===== src/rtl/flash_cmd_seq_if.sv =====
// Host request/response bus plus SPI pins for flash_cmd_seq.
// slave  : the sequencer (consumes req/op/addr/wdata/so, drives status and SPI outputs)
// master : host and flash side (drives req/op/addr/wdata/so, observes the rest)
interface flash_cmd_seq_if;
  localparam int unsigned OP_W   = 2;
  localparam int unsigned ADDR_W = 24;
  localparam int unsigned DATA_W = 8;

  logic              req;
  logic [OP_W-1:0]   op;
  logic [ADDR_W-1:0] addr;
  logic [DATA_W-1:0] wdata;
  logic              busy;
  logic              done;
  logic              err;
  logic [DATA_W-1:0] rdata;
  logic              sclk;
  logic              cs;
  logic              si;
  logic              so;
  logic              wp;
  logic              hold;

  modport slave (
    input  req, op, addr, wdata, so,
    output busy, done, err, rdata, sclk, cs, si, wp, hold
  );

  modport master (
    output req, op, addr, wdata, so,
    input  busy, done, err, rdata, sclk, cs, si, wp, hold
  );
endinterface


===== src/rtl/flash_cmd_seq.sv =====
// SPI NOR command sequencer: read byte, page-program byte and sector erase,
// with write-enable preamble and status polling until WIP clears or times out.
// Ports:
//   clk, rst_n  : system clock, asynchronous active-low reset
//   bus (slave) : req/op/addr/wdata in, busy/done/err/rdata out,
//                 SPI mode-0 pins sclk/cs/si out, so in, wp/hold tied high
module flash_cmd_seq #(
  parameter int unsigned CLK_DIV  = 2,
  parameter int unsigned CS_GAP   = 4,
  parameter int unsigned POLL_MAX = 65535
) (
  input logic            clk,
  input logic            rst_n,
  flash_cmd_seq_if.slave bus
);
  localparam int unsigned DIV_W  = 8;
  localparam int unsigned FRM_W  = 40;
  localparam int unsigned BIT_W  = 6;
  localparam int unsigned CNT_W  = 16;
  localparam int unsigned GAP_MIN = (CS_GAP == 0) ? 1 : CS_GAP;

  localparam logic [DIV_W-1:0] DIV_LAST = DIV_W'(CLK_DIV - 1);
  localparam logic [CNT_W-1:0] GAP_LAST = CNT_W'(GAP_MIN - 1);
  localparam logic [CNT_W-1:0] POLL_LIM = CNT_W'(POLL_MAX);
  localparam logic [CNT_W-1:0] CNT_SAT  = {CNT_W{1'b1}};

  localparam logic [7:0] CMD_WREN = 8'h06;
  localparam logic [7:0] CMD_READ = 8'h03;
  localparam logic [7:0] CMD_PP   = 8'h02;
  localparam logic [7:0] CMD_SE   = 8'h20;
  localparam logic [7:0] CMD_RDSR = 8'h05;

  typedef enum logic [2:0] {S_IDLE, S_WREN, S_GAP, S_XFER, S_POLL, S_FIN} state_t;
  // F_WAIT: CS high, no frame in flight; others walk one SPI frame
  typedef enum logic [1:0] {F_WAIT, F_LO, F_HI, F_TAIL} fphase_t;

  state_t             state;
  state_t             gap_next;
  fphase_t            fphase;
  logic [DIV_W-1:0]   div_cnt;
  logic [BIT_W-1:0]   bits_left;
  logic [FRM_W-1:0]   tx_sh;
  logic [7:0]         rx_sh;
  logic [CNT_W-1:0]   gap_cnt;
  logic [CNT_W-1:0]   poll_cnt;
  logic [1:0]         op_q;
  logic [23:0]        addr_q;
  logic [7:0]         wdata_q;
  logic               err_q;
  logic               busy;
  logic               done;
  logic               err;
  logic [7:0]         rdata;
  logic               sclk;
  logic               cs;
  logic               si;

  state_t             frm_kind_c;
  logic               gap_ok_c;
  logic               frm_go_c;
  logic [FRM_W-1:0]   frm_word_c;
  logic [BIT_W-1:0]   frm_bits_c;
  logic [CNT_W-1:0]   poll_nxt_c;

  // Frame launch decision and the bit pattern of the frame about to start
  always_comb begin
    frm_kind_c = (state == S_GAP) ? gap_next : state;
    // gap_cnt counts completed CS-high cycles, so this is the last one of the gap
    gap_ok_c   = cs && (gap_cnt >= GAP_LAST);
    frm_go_c   = 1'b0;
    if ((fphase == F_WAIT) && (state inside {S_WREN, S_XFER, S_POLL, S_GAP}))
      frm_go_c = gap_ok_c;
    frm_word_c = '0;
    frm_bits_c = BIT_W'(8);
    case (frm_kind_c)
      S_WREN: begin
        frm_word_c = {CMD_WREN, 32'h0};
        frm_bits_c = BIT_W'(8);
      end
      S_POLL: begin
        frm_word_c = {CMD_RDSR, 32'h0};
        frm_bits_c = BIT_W'(16);
      end
      S_XFER: begin
        case (op_q)
          2'd0: begin
            frm_word_c = {CMD_READ, addr_q, 8'h00};
            frm_bits_c = BIT_W'(40);
          end
          2'd1: begin
            frm_word_c = {CMD_PP, addr_q, wdata_q};
            frm_bits_c = BIT_W'(40);
          end
          default: begin
            frm_word_c = {CMD_SE, addr_q, 8'h00};
            frm_bits_c = BIT_W'(32);
          end
        endcase
      end
      default: ;
    endcase
    poll_nxt_c = (poll_cnt == CNT_SAT) ? poll_cnt : poll_cnt + CNT_W'(1);
  end

  // Sequencer and SPI shift engine
  always_ff @(posedge clk or negedge rst_n) begin
    if (!rst_n) begin
      state     <= S_IDLE;
      gap_next  <= S_IDLE;
      fphase    <= F_WAIT;
      div_cnt   <= '0;
      bits_left <= '0;
      tx_sh     <= '0;
      rx_sh     <= '0;
      gap_cnt   <= '0;
      poll_cnt  <= '0;
      op_q      <= '0;
      addr_q    <= '0;
      wdata_q   <= '0;
      err_q     <= 1'b0;
      busy      <= 1'b0;
      done      <= 1'b0;
      err       <= 1'b0;
      rdata     <= '0;
      sclk      <= 1'b0;
      cs        <= 1'b1;
      si        <= 1'b0;
    end else begin
      done <= 1'b0;
      err  <= 1'b0;

      if (cs) gap_cnt <= (gap_cnt == CNT_SAT) ? gap_cnt : gap_cnt + CNT_W'(1);
      else    gap_cnt <= '0;

      if (frm_go_c) begin
        // CS falls with the first bit on SI; SCLK rises CLK_DIV cycles later
        state     <= frm_kind_c;
        fphase    <= F_LO;
        cs        <= 1'b0;
        sclk      <= 1'b0;
        si        <= frm_word_c[FRM_W-1];
        tx_sh     <= {frm_word_c[FRM_W-2:0], 1'b0};
        bits_left <= frm_bits_c - BIT_W'(1);
        div_cnt   <= DIV_LAST;
      end else if (fphase != F_WAIT) begin
        if (div_cnt != '0) begin
          div_cnt <= div_cnt - DIV_W'(1);
        end else begin
          div_cnt <= DIV_LAST;
          case (fphase)
            F_LO: begin
              sclk   <= 1'b1;
              rx_sh  <= {rx_sh[6:0], bus.so};
              fphase <= F_HI;
            end
            F_HI: begin
              // SI only moves on the edge where SCLK drops
              sclk <= 1'b0;
              if (bits_left == '0) begin
                si     <= 1'b0;
                fphase <= F_TAIL;
              end else begin
                si        <= tx_sh[FRM_W-1];
                tx_sh     <= {tx_sh[FRM_W-2:0], 1'b0};
                bits_left <= bits_left - BIT_W'(1);
                fphase    <= F_LO;
              end
            end
            F_TAIL: begin
              cs     <= 1'b1;
              fphase <= F_WAIT;
              case (state)
                S_WREN: begin
                  state    <= S_GAP;
                  gap_next <= S_XFER;
                end
                S_XFER: begin
                  if (op_q == 2'd0) begin
                    rdata <= rx_sh;
                    state <= S_FIN;
                  end else begin
                    state    <= S_GAP;
                    gap_next <= S_POLL;
                  end
                end
                S_POLL: begin
                  poll_cnt <= poll_nxt_c;
                  if (!rx_sh[0]) begin
                    err_q <= 1'b0;
                    state <= S_FIN;
                  end else if (poll_nxt_c >= POLL_LIM) begin
                    err_q <= 1'b1;
                    state <= S_FIN;
                  end else begin
                    state    <= S_GAP;
                    gap_next <= S_POLL;
                  end
                end
                default: state <= S_IDLE;
              endcase
            end
            default: fphase <= F_WAIT;
          endcase
        end
      end else begin
        case (state)
          S_IDLE: begin
            if (bus.req) begin
              op_q     <= bus.op;
              addr_q   <= bus.addr;
              wdata_q  <= bus.wdata;
              busy     <= 1'b1;
              poll_cnt <= '0;
              err_q    <= 1'b0;
              case (bus.op)
                2'd0:       state <= S_XFER;
                2'd1, 2'd2: state <= S_WREN;
                default: begin
                  err_q <= 1'b1;
                  state <= S_FIN;
                end
              endcase
            end
          end
          S_FIN: begin
            done  <= 1'b1;
            err   <= err_q;
            busy  <= 1'b0;
            state <= S_IDLE;
          end
          default: ;
        endcase
      end
    end
  end

  assign bus.busy  = busy;
  assign bus.done  = done;
  assign bus.err   = err;
  assign bus.rdata = rdata;
  assign bus.sclk  = sclk;
  assign bus.cs    = cs;
  assign bus.si    = si;
  assign bus.wp    = 1'b1;
  assign bus.hold  = 1'b1;
endmodule


===== src/flat_wrapper.sv =====
// flat-port wrapper written by rule: the top's interface ports become plain ports
module flash_cmd_seq_flat 
#(
  parameter int unsigned CLK_DIV  = 2,
  parameter int unsigned CS_GAP   = 4,
  parameter int unsigned POLL_MAX = 65535
)
  (clk, rst_n, bus_req, bus_op, bus_addr, bus_wdata, bus_so, bus_busy, bus_done, bus_err, bus_rdata, bus_sclk, bus_cs, bus_si, bus_wp, bus_hold);
  flash_cmd_seq_if bus_i ();
  input logic clk;
  input logic rst_n;
  input wire logic [$bits(bus_i.req)-1:0] bus_req;
  input wire logic [$bits(bus_i.op)-1:0] bus_op;
  input wire logic [$bits(bus_i.addr)-1:0] bus_addr;
  input wire logic [$bits(bus_i.wdata)-1:0] bus_wdata;
  input wire logic [$bits(bus_i.so)-1:0] bus_so;
  output wire logic [$bits(bus_i.busy)-1:0] bus_busy;
  output wire logic [$bits(bus_i.done)-1:0] bus_done;
  output wire logic [$bits(bus_i.err)-1:0] bus_err;
  output wire logic [$bits(bus_i.rdata)-1:0] bus_rdata;
  output wire logic [$bits(bus_i.sclk)-1:0] bus_sclk;
  output wire logic [$bits(bus_i.cs)-1:0] bus_cs;
  output wire logic [$bits(bus_i.si)-1:0] bus_si;
  output wire logic [$bits(bus_i.wp)-1:0] bus_wp;
  output wire logic [$bits(bus_i.hold)-1:0] bus_hold;
  assign bus_i.req = bus_req;
  assign bus_i.op = bus_op;
  assign bus_i.addr = bus_addr;
  assign bus_i.wdata = bus_wdata;
  assign bus_i.so = bus_so;
  assign bus_busy = bus_i.busy;
  assign bus_done = bus_i.done;
  assign bus_err = bus_i.err;
  assign bus_rdata = bus_i.rdata;
  assign bus_sclk = bus_i.sclk;
  assign bus_cs = bus_i.cs;
  assign bus_si = bus_i.si;
  assign bus_wp = bus_i.wp;
  assign bus_hold = bus_i.hold;
  flash_cmd_seq #(.CLK_DIV(CLK_DIV), .CS_GAP(CS_GAP), .POLL_MAX(POLL_MAX)) u_core (.clk(clk), .rst_n(rst_n), .bus(bus_i));
endmodule

===== config.mk =====
export PLATFORM = sky130hd
export DESIGN_NAME = flash_cmd_seq_flat
export DESIGN_NICKNAME = d
export VERILOG_FILES = /design/src/rtl/flash_cmd_seq_if.sv /design/src/rtl/flash_cmd_seq.sv /design/src/flat_wrapper.sv
export SDC_FILE = /design/constraint.sdc
export NUM_CORES = 1
export LEC_CHECK = 0
export BUFFER_PORTS_ARGS = -buffer_cell sky130_fd_sc_hd__buf_4
export CORE_MARGIN = 2
export CORE_UTILIZATION = 35
export CTS_BUF_LIST = sky130_fd_sc_hd__clkbuf_8
export DETAILED_ROUTE_END_ITERATION = 12
export GPL_TIMING_DRIVEN = 0
export PLACE_DENSITY_LB_ADDON = 0.1
export SLEW_MARGIN = 25
export SYNTH_ARGS = -nofsm -noshare
export SYNTH_HDL_FRONTEND = slang
export SYNTH_SLANG_ARGS = --single-unit

===== constraint.sdc =====
create_clock -name clk -period 4.3 [get_ports clk]
set_input_delay 0.645 -clock clk [delete_from_list [all_inputs] [get_ports clk]]
set_output_delay 0.645 -clock clk [all_outputs]
set_load 0.01 [all_outputs]

==> results of run 1 <==
layout by cell type, fill, tap and decap left out, drive strengths merged, types with 7 or more instances in the layout:
cell type  instances
inv               17
mux2              50
nor4               7
nor2              63
xor2               8
and3               7
nand3             18
a31oi             36
a211oi             7
buf               64
ha                10
o21ai             39
xnor2              9
nand2            117
dfrtp            148
or3                7
nand4             12
clkbuf            53
nor3              18
a21oi             62
cells by family after synthesis:
logic type                 count (synthesis)
other                                      1
buffers and inverters                     60
and+or+nand+nor                          280
xor gates and xnor gates                  17
DFF                                      149
AOI/OAI and AO/OA                        178
adders and majority gates                 10
muxes                                     54
cells in the mapped netlist (all sizes together) (5+ instances only):
master | n | area (um2)
dfrtp | 148 | 3700
nand2 | 117 | 439
nor2 | 63 | 236
a21oi | 62 | 310
mux2 | 50 | 563
o21ai | 39 | 195
a31oi | 36 | 225
clkbuf | 35 | 133
nand3 | 18 | 100
nor3 | 18 | 90.1
inv | 13 | 48.8
buf | 12 | 65.1
nand4 | 12 | 90.1
ha | 10 | 125
xnor2 | 9 | 78.8
xor2 | 8 | 70.1
a211oi | 7 | 52.6
and3 | 7 | 45.1
nor4 | 7 | 43.8
or3 | 7 | 45.1
and4 | 5 | 43.8
nor2b | 5 | 31.3
sequential cells by signal, indices dropped and copies added (netlist names), 2 cells and up:
register,count
u_core.rx_sh,8
u_core.state,3
u_core.fphase,2
u_core.bus.rdata,8
u_core.bits_left,6
u_core.addr_q,24
u_core.div_cnt,8
u_core.poll_cnt,16
u_core.gap_next,2
u_core.op_q,2
u_core.wdata_q,8
u_core.tx_sh,39
u_core.gap_cnt,16
per-layer routing:
| metal | wire [um] | share of wire, % | up-vias |
|---|---|---|---|
| li1 | - | - | 2808 |
| met1 | 7910 | 45 | 2888 |
| met2 | 8680 | 49 | 165 |
| met3 | 792 | 4.5 | 29 |
| met4 | 277 | 1.6 | 0 |
| met5 | 0 | 0 | - |
worst max-delay path, cell delays in order (launching register included):
cell,delay [ps]
dfrtp_1,430
ha_1,260
nor4_1,160
and4_1,230
clkbuf_1,200
or2_2,140
clkbuf_1,210
clkbuf_1,500
clkbuf_1,450
nand2_1,110
ha_1,300
a311oi_1,270
a211oi_1,80
worst paths after layout:
path                              startpoint                   to  slack [ps]  cells after the start
max reg2reg                u_core.gap_cnt[0]  u_core.bits_left[4]         800                     12
min reg2reg                  u_core.bus.busy      u_core.bus.busy         510                      2
min in group clk                bus_addr[13]    u_core.addr_q[13]         410                      2
max in group asynchronous              rst_n   u_core.gap_next[2]        3390                      2
min                                    rst_n   u_core.poll_cnt[7]         100                      1
max                        u_core.gap_cnt[0]  u_core.bits_left[4]         800                     12
power groups by stage:
stage	clock, mW	sequential (mW)	combinational [mW]
4_1_cts	1.12	1.40	0.0645
5_1_grt	1.19	1.40	0.0697
6_report	1.08	1.40	0.0612
2_1_floorplan	0	1.43	0.00328
3_3_place_gp	0	1.43	0.0583
3_5_place_dp	0	1.43	0.0643
stage by stage:
stage                     util [%]  instance area (um2)  hold WS [ps]
after floorplan                  -                 7280           349
after global placement        39.4                 8010           489
after detailed placement      39.6                 8040           493
after CTS                     41.5                 8420           106
after global routing          41.5                 8420           118
final                         41.5                 8420          99.4
cell type report:
type / count / area (um2)
repair buffers: 52 / 418
clock inverters: 12 / 133
well taps: 270 / 338
multi-input cells: 541 / 3310
flip-flops and latches: 149 / 3730
plain buffers: 47 / 198
fillers: 2045 / 11900
clock buffers: 18 / 248
inverters: 13 / 48.8
==> results.json, run 1 <==
{
  "status": "completed",
  "gr-max-usage-layer": "met2",
  "grt_pass1_vias": 6079,
  "vias": 5890,
  "post_cts_buffers": 0,
  "cts_root_buf": "clkbuf_8",
  "io_buffers": 51,
  "synth_edf_count": 0,
  "grtUsageTotal_pct": 16.9,
  "met3_usage_pct": 4.20,
  "ir_worst_vdd_uv": 175,
  "p_int_mw": 1.95,
  "num-nets-final": 869,
  "p_leak_nw": 3.76,
  "dieHeight_um": 148,
  "numCtsBuffers": 17,
  "grt_use_met2_pct": 28.3,
  "via_per_inst": 5.34,
  "comb_power_share_pct": 2.4,
  "synth_ff_type": "dfrtp_1",
  "slew_headroom_pct": 54.7,
  "fin_crit_sh_pct": 81.5,
  "yosysUniqueCellTypes": 67,
  "overflow": 0,
  "ys_ff_latch": 149,
  "num_antenna_cells": 0,
  "drcViolationCount": 0,
  "drive_above_1_share_pct": 18.5,
  "synth_top_family_by_area": "simple AND/OR/NAND/NOR gates",
  "start_util_pct": 35.9,
  "max_clock_freq_ghz": 0.286,
  "wirelength_um": 17700,
  "netlist_area_um2": 7280,
  "setup_violations": 0,
  "layout_min_cycle_time_ps": 3500,
  "min_path_type": "input pin to asynchronous set/reset pin",
  "rsz0062_at_grt": "false",
  "clock_skew_ps": 16.8,
  "synthXorXnorAreaFrac_pct": 2.05,
  "die-area_um2": 22000,
  "drv_cap": 0,
  "htreeDepth": 4,
  "crit_arrival_ps": 3800,
  "first_iter_violations": 498,
  "clk_latency_ps": 460,
  "dpl.cell_count": 1072,
  "postCtsHoldBufs": 0,
  "tightest_slew_ps": 670,
  "p_per_area_nw_per_um2": 302,
  "io_pins": 54,
  "synthSimpleGateAreaFrac_pct": 18.2,
  "maxSlewViolCount": 0,
  "cts_tree": "yes",
  "clkPwrFrac_pct": 42.6,
  "endpoint_kind": "register",
  "p_total_mw": 2.54,
  "rows": 52,
  "start_kind": "register",
  "dr.pass1.iters": 5,
  "final_antenna_net_count": 0,
  "swShare_pct": 23.3,
  "dp_hpwl_um": 12400,
  "core_area_um2": 20300,
  "ctsResizeCount": 0,
  "grt_util_met1_pct": 21.5,
  "die_w_um": 148,
  "cp_max_fo": 10,
  "gp_congestion": 0.872,
  "clock-sinks": 149,
  "stdcell_count": 1102,
  "yosysWarnings": 0,
  "clock_path_buffers": 2,
  "cp.required_ps": 4600,
  "setup_tns_ps": 0,
  "synth-compound-area-share_pct": 15.1,
  "antenna_found_initial": 0,
  "synth_cells": 749,
  "power_switching_uw": 592,
  "fin_ws_ps": 798,
  "p_seq_share_pct": 55.0,
  "muxShareOfSynthArea_pct": 8.28,
  "wl_per_cell_um": 16.0,
  "pre_cts_ws_ps": 784,
  "synthArstFlopShare_pct": 100,
  "area_delta_synth_final_pct": 15.7,
  "grt_pass1_wl_um": 29800,
  "syn-mean-instance-area_um2": 9.72,
  "criticalPathCategory": "register to register",
  "synth_fa_ha_area_share_pct": 1.72,
  "hold_viol_final": 0,
  "synth_seq_area_share_pct": 51.2,
  "clkTransAtPathRegs_ps": 90,
  "grt_max_degree": 89
}
No activity file was read; power rests on OpenSTA's default activity.
==> run 2: changes to the inputs <==
--- a/config.mk
+++ b/config.mk
@@ -5,6 +5,7 @@
 export SDC_FILE = /design/constraint.sdc
 export NUM_CORES = 1
 export LEC_CHECK = 0
+export ABC_AREA = 1
 export BUFFER_PORTS_ARGS = -buffer_cell sky130_fd_sc_hd__buf_4
 export CORE_MARGIN = 2
 export CORE_UTILIZATION = 35
==> constraint.sdc (replaced) <==
create_clock -name clk -period 2.8 [get_ports clk]
set_input_delay 0.42 -clock clk [delete_from_list [all_inputs] [get_ports clk]]
set_output_delay 0.42 -clock clk [all_outputs]
set_load 0.01 [all_outputs]
==> run 2 against run 1 <==
Net effect: routed wire length down 1.1%; clock skew about the same; utilization down 0.27 points; hold slack better by 52 ps; clock-buffer cell count down 1; combinational power rose to 17 times the previous value; critical endpoint is now u_core.tx_sh[9].
==> results.json, run 2 <==
{
  "synth_seq_area_share_pct": 49.5,
  "gp_congestion": 0.811,
  "synthXorXnorAreaFrac_pct": 1.51,
  "numCtsBuffers": 17,
  "clk_latency_ps": 460,
  "endpoint_kind": "register",
  "synth_edf_count": 0,
  "placed_area_um2": 8300,
  "setup_tns_ps": 0,
  "layout_min_cycle_time_ps": 2490,
  "maxSlewViolCount": 0,
  "fin_hold_ws_ps": 151,
  "final_area_um2": 8690,
  "clkTransAtPathRegs_ps": 100,
  "wirelength_um": 17500,
  "p_leak_nw": 4.11,
  "synth.top_cell.area_share_pct": 49.2,
  "setup_violations": 0,
  "dp_hpwl_um": 12400,
  "drcViolationCount": 0,
  "cp_max_fo": 10,
  "rsz0062_at_grt": "false",
  "fin_util_pct": 41.2,
  "muxShareOfSynthArea_pct": 0.149,
  "first_iter_violations": 312,
  "synth_cells": 938,
  "grt_pass1_wl_um": 30700,
  "synth_top_area_cell": "dfrtp_1",
  "synth.most_common_cell": "nand2_1",
  "cts_root_buf": "clkbuf_8",
  "netlist_area_um2": 7530,
  "criticalPathCategory": "register to register",
  "drv_cap": 0,
  "p_per_area_nw_per_um2": 598,
  "synth_fa_ha_area_share_pct": 1.66,
  "vias": 6139,
  "hold_viol_final": 0,
  "overflow": 0,
  "cp.required_ps": 3180,
  "crit_arrival_ps": 2870,
  "io_pins": 54,
  "dr.pass1.iters": 4,
  "clock_path_buffers": 2,
  "clock_skew_ps": 17.2,
  "fin_ws_ps": 309,
  "slew_headroom_pct": 58.2,
  "synthArstFlopShare_pct": 100,
  "final_cell_mix": "nand2_1 (220), inv_1 (148), dfrtp_1 (148)",
  "io_buffers": 51,
  "ir_worst_vdd_uv": 347,
  "yosysWarnings": 0,
  "synth_commonest_cells": "nand2_1 (220), dfrtp_1 (148), inv_1 (147)",
  "synth_area_leaders": "dfrtp_1 (49%), nand2_1 (11%), inv_1 (7.3%)",
  "wl_per_cell_um": 13.4,
  "die-area_um2": 22700,
  "start_kind": "register",
  "synth_ff_type": "dfrtp_1",
  "synth_top_family_by_area": "simple AND/OR/NAND/NOR gates",
  "synth-compound-area-share_pct": 14.8,
  "status": "completed",
  "yosysUniqueCellTypes": 44,
  "grt_pass1_vias": 6144,
  "grt_max_degree": 89,
  "largest_reg_flops": 39,
  "cts_tree": "yes",
  "max_clock_freq_ghz": 0.401,
  "fin_crit_sh_pct": 89.0,
  "pre_cts_ws_ps": 97.2,
  "rows": 53,
  "min_path_type": "input pin to register",
  "synthSimpleGateAreaFrac_pct": 21.8,
  "clock-sinks": 149,
  "core_area_um2": 21100,
  "grtUsageTotal_pct": 17.0,
  "regMostFlops": "u_core.tx_sh",
  "dieHeight_um": 151,
  "syn-mean-instance-area_um2": 8.03,
  "drive_above_1_share_pct": 14.4,
  "die_w_um": 151,
  "top_regs": "u_core.tx_sh: 39 flops, u_core.addr_q: 24 flops",
  "num-nets-final": 1059,
  "start_util_pct": 35.7,
  "htreeDepth": 4,
  "antenna_found_initial": 0,
  "num_antenna_cells": 0,
  "final_common_cell": "nand2_1",
  "ys_ff_latch": 149,
  "area_delta_synth_final_pct": 15.4,
  "tightest_slew_ps": 622,
  "final_antenna_net_count": 0,
  "via_per_inst": 4.73,
  "nFillCells": 2212
}
-- run 2: kinds of logic (layout without fill, tap and decap cells) --
group | count (synthesis) | after routing
AO/OA/AOI/OAI | 201 | 201
XOR/XNOR | 13 | 13
adder cells (fa/ha/maj) | 10 | 10
buffers and inverters | 192 | 277
flip-flops | 149 | 149
multiplexers | 1 | 1
other | 1 | 2
AND/OR/NAND/NOR | 371 | 371
-- run 2: stage by stage --
step | total power, mW | instances
2_1_floorplan | 3.24 | 939
3_3_place_gp | 3.60 | 1265
3_5_place_dp | 3.61 | 1266
4_1_cts | 5.28 | 1299
5_1_grt | 5.59 | 1299
6_report | 5.20 | 1299
-- run 2: layer usage --
metal	track usage (%)	part of all wire (%)
met5	0	0
met4	4.35	1.3
met3	3.58	3.0
met2	27.3	46
met1	23.6	49
-- run 2: power breakdown --
| group | switching, mW | total [mW] | leakage, nW | internal (mW) |
|---|---|---|---|---|
| logic | 0.676 | 1.01 | 1.90 | 0.332 |
| clock network | 0.920 | 1.65 | 0.195 | 0.728 |
| registers | 0.111 | 2.54 | 2.01 | 2.43 |
| total | 1.71 | 5.20 | 4.11 | 3.49 |
-- run 2: repair_timing --
action | in CTS | in global routing
endpoints found under the setup margin | 0 | 18
setup buffers | 0 | 0
gates resized for setup | 0 | 1
hold endpoints to repair | 61 | 0
hold buffers | 1 | 0
-- run 2: final timing paths --
| path | start | end | slack [ps] | depth (start not counted) |
|---|---|---|---|---|
| setup reg to reg | u_core.fphase[0] | u_core.tx_sh[9] | 310 | 12 |
| hold reg to reg | u_core.wdata_q[7] | u_core.wdata_q[7] | 480 | 2 |
| max in group asynchronous | rst_n | u_core.state[1] | 1490 | 3 |
| hold / removal | bus_wdata[2] | u_core.wdata_q[2] | 150 | 3 |
| setup / recovery | u_core.fphase[0] | u_core.tx_sh[9] | 310 | 12 |
| min in group asynchronous | rst_n | u_core.tx_sh[12] | 500 | 2 |
-- run 2: worst max-delay path, stage by stage, from the launching register on --
cell and delay, ps:
dfrtp_1 420, inv_1 120, ha_1 150, buf_2 180
nand3_1 90, a21oi_1 160, nand2_2 140, inv_2 110
nand3_1 310, buf_1 350, o22ai_1 170, nand2_1 120
o21ai_1 100
-- run 2: layout make-up --
class	instances	area [um2]	area share (%)
Buffer	35	199	2.29
Clock buffer	17	234	2.69
Clock inverter	15	145	1.67
Inverter	157	592	6.81
Multi-Input combinational cell	598	3020	34.7
Sequential cell	149	3730	42.9
Tap cell	275	344	3.96
Timing Repair Buffer	53	428	4.92
==> run 3: changes to the inputs <==
--- a/config.mk
+++ b/config.mk
@@ -5,7 +5,6 @@
 export SDC_FILE = /design/constraint.sdc
 export NUM_CORES = 1
 export LEC_CHECK = 0
-export ABC_AREA = 1
 export BUFFER_PORTS_ARGS = -buffer_cell sky130_fd_sc_hd__buf_4
 export CORE_MARGIN = 2
 export CORE_UTILIZATION = 35
==> run 3 against run 2 <==
Net effect: register-to-register slack worse by 250 ps; non-clock buffer count increased by 26; sequential power is 15% lower; utilization increased by 1.5 points; largest power group unchanged; via count decreased by 3.2%; largest cell class unchanged; clock power barely moved; routed wire length up 2.6%; clock-buffer cell count rose by 1; first-iteration DRC count rose by 58%; total power decreased by 25%; sequential cell count unchanged; global-route usage is 0.14 points lower; highest routed layer unchanged.
==> results.json, run 3 (synthesis results as in run 1) <==
{
  "cts_tree": "yes",
  "criticalPathCategory": "register to register",
  "placed_area_um2": 8040,
  "num-nets-final": 884,
  "grt_pass1_vias": 6098,
  "p_seq_share_pct": 55.0,
  "status": "completed",
  "dieHeight_um": 148,
  "wirelength_um": 17900,
  "min-delay-start": "bus_addr[13]",
  "worstHoldEndpoint": "u_core.addr_q[13]",
  "vias": 5944,
  "core_area_um2": 20300,
  "power_switching_uw": 910,
  "min_path_type": "input pin to register",
  "top_regs": "u_core.tx_sh: 39 flops, u_core.addr_q: 24 flops",
  "final_common_cell": "dfrtp_1",
  "clock_path_buffers": 2,
  "slew_headroom_pct": 62.9,
  "setup_tns_ps": 0,
  "largest_reg_flops": 39,
  "wl_per_cell_um": 16.0,
  "drive_above_1_share_pct": 23.6,
  "endpoint_kind": "register",
  "clkTransAtPathRegs_ps": 90,
  "start_kind": "register",
  "holdPathStages": 2,
  "start_util_pct": 35.9,
  "final_cell_mix": "dfrtp_1 (144), nand2_1 (117), buf_4 (70)",
  "r2r-end": "u_core.gap_next[2]",
  "cp.required_ps": 3130,
  "die-area_um2": 22000,
  "cts_root_buf": "clkbuf_8",
  "r2r_start": "u_core.poll_cnt[12]",
  "nFillCells": 2031,
  "rows": 52,
  "htreeDepth": 4,
  "fin_crit_sh_pct": 98.0,
  "ff2ff_path_depth": 10,
  "clock_skew_ps": 13.3,
  "swShare_pct": 23.3,
  "clk_latency_ps": 450,
  "r2r_slack_ps": 60,
  "fin_hold_ws_ps": 190,
  "via_per_inst": 5.32,
  "tightest_slew_ps": 552,
  "first_iter_violations": 494,
  "hold_viol_final": 0,
  "grtUsageTotal_pct": 16.9,
  "layout_min_cycle_time_ps": 2740,
  "max_clock_freq_ghz": 0.364,
  "numCtsBuffers": 17,
  "comb_power_share_pct": 2.4,
  "cp_max_fo": 10,
  "regMostFlops": "u_core.tx_sh",
  "die_w_um": 148,
  "rsz0062_at_grt": "true",
  "drcViolationCount": 0,
  "grt_pass1_wl_um": 29900,
  "clkPwrFrac_pct": 42.5,
  "grt_max_degree": 89,
  "maxSlewViolCount": 0,
  "p_per_area_nw_per_um2": 451,
  "setup_violations": 0,
  "p_total_mw": 3.91,
  "gp_congestion": 0.872,
  "final_area_um2": 8670,
  "p_leak_nw": 3.90,
  "area_delta_synth_final_pct": 19.1,
  "io_buffers": 51,
  "p_int_mw": 3.00,
  "antenna_found_initial": 0,
  "overflow": 0,
  "dp_hpwl_um": 12400,
  "io_pins": 54,
  "ir_worst_vdd_uv": 267,
  "drv_cap": 0,
  "final_antenna_net_count": 0,
  "clock-sinks": 149,
  "crit_arrival_ps": 3070,
  "dr.pass1.iters": 5,
  "num_antenna_cells": 0
}
[run 3: changes by cell type in the layout (fill, tap and decap cells not counted), sizes merged, moves of 44 or more]
cell / before / now
a21oi: 17 / 62
inv: 163 / 17
mux2: 1 / 50
nand2: 230 / 117
o21ai: 121 / 39
o22ai: 48 / 4
[run 3: metal layers]
metal  track usage, %  share of wire, %
met1             21.4                45
met2             28.5                50
met4             5.38               1.4
met5                0                 0
met3             4.17               4.1
[run 3: layout make-up]
| type | instances | area (um2) | share of cell area [%] |
|---|---|---|---|
| plain buffers | 43 | 224 | 2.58 |
| clock buffers | 18 | 248 | 2.86 |
| clock inverters | 12 | 133 | 1.53 |
| inverters | 13 | 48.8 | 0.563 |
| multi-input cells | 541 | 3370 | 38.9 |
| flip-flops and latches | 149 | 3730 | 43.1 |
| well taps | 270 | 338 | 3.90 |
| repair buffers | 71 | 576 | 6.64 |
[run 3: worst max-delay path, cell delays in order (launching register included)]
cell,delay [ps]
dfrtp_1,320
buf_2,180
nand4_1,250
or4_4,490
buf_6,160
a32oi_1,190
o2111ai_2,180
a2111oi_4,290
buf_4,190
a31oi_1,120
a211o_1,270
[run 3: stage by stage]
step	util, %	instances	setup slack, ps
after CTS	41.8	1101	2.20
after detailed placement	39.6	1072	-716
after global routing	42.7	1117	-70.5
final	42.7	1117	55.5
after global placement	39.4	1071	-662
after floorplan	-	750	83.8
[run 3: worst max-delay path by stage]
stage                   startpoint             endpoint  cells past startpoint
6_report       u_core.poll_cnt[12]   u_core.gap_next[2]                     10
5_1_grt        u_core.poll_cnt[12]   u_core.gap_next[2]                     10
4_1_cts          u_core.gap_cnt[0]  u_core.bits_left[4]                     11
3_5_place_dp     u_core.gap_cnt[0]  u_core.bits_left[4]                     12
3_3_place_gp     u_core.gap_cnt[0]  u_core.bits_left[4]                     12
2_1_floorplan    u_core.gap_cnt[0]  u_core.bits_left[4]                     13
[run 3: power groups by stage]
stage | logic (mW) | clock network, mW | registers [mW]
floorplan | 0.00504 | 0 | 2.19
global placement | 0.0896 | 0 | 2.19
detailed placement | 0.0988 | 0 | 2.19
CTS | 0.100 | 1.72 | 2.15
global route | 0.108 | 1.82 | 2.15
finish | 0.0949 | 1.66 | 2.15
[run 3: repair_timing]
item / 4_1_cts / 5_1_grt
pin swaps: 2 / 5
setup buffers: 0 / 18
setup endpoints to repair: 101 / 76
gates resized for setup: 18 / 33
hold buffers: 1 / 0
gates cloned: 0 / 0
hold endpoints to repair: 60 / 0
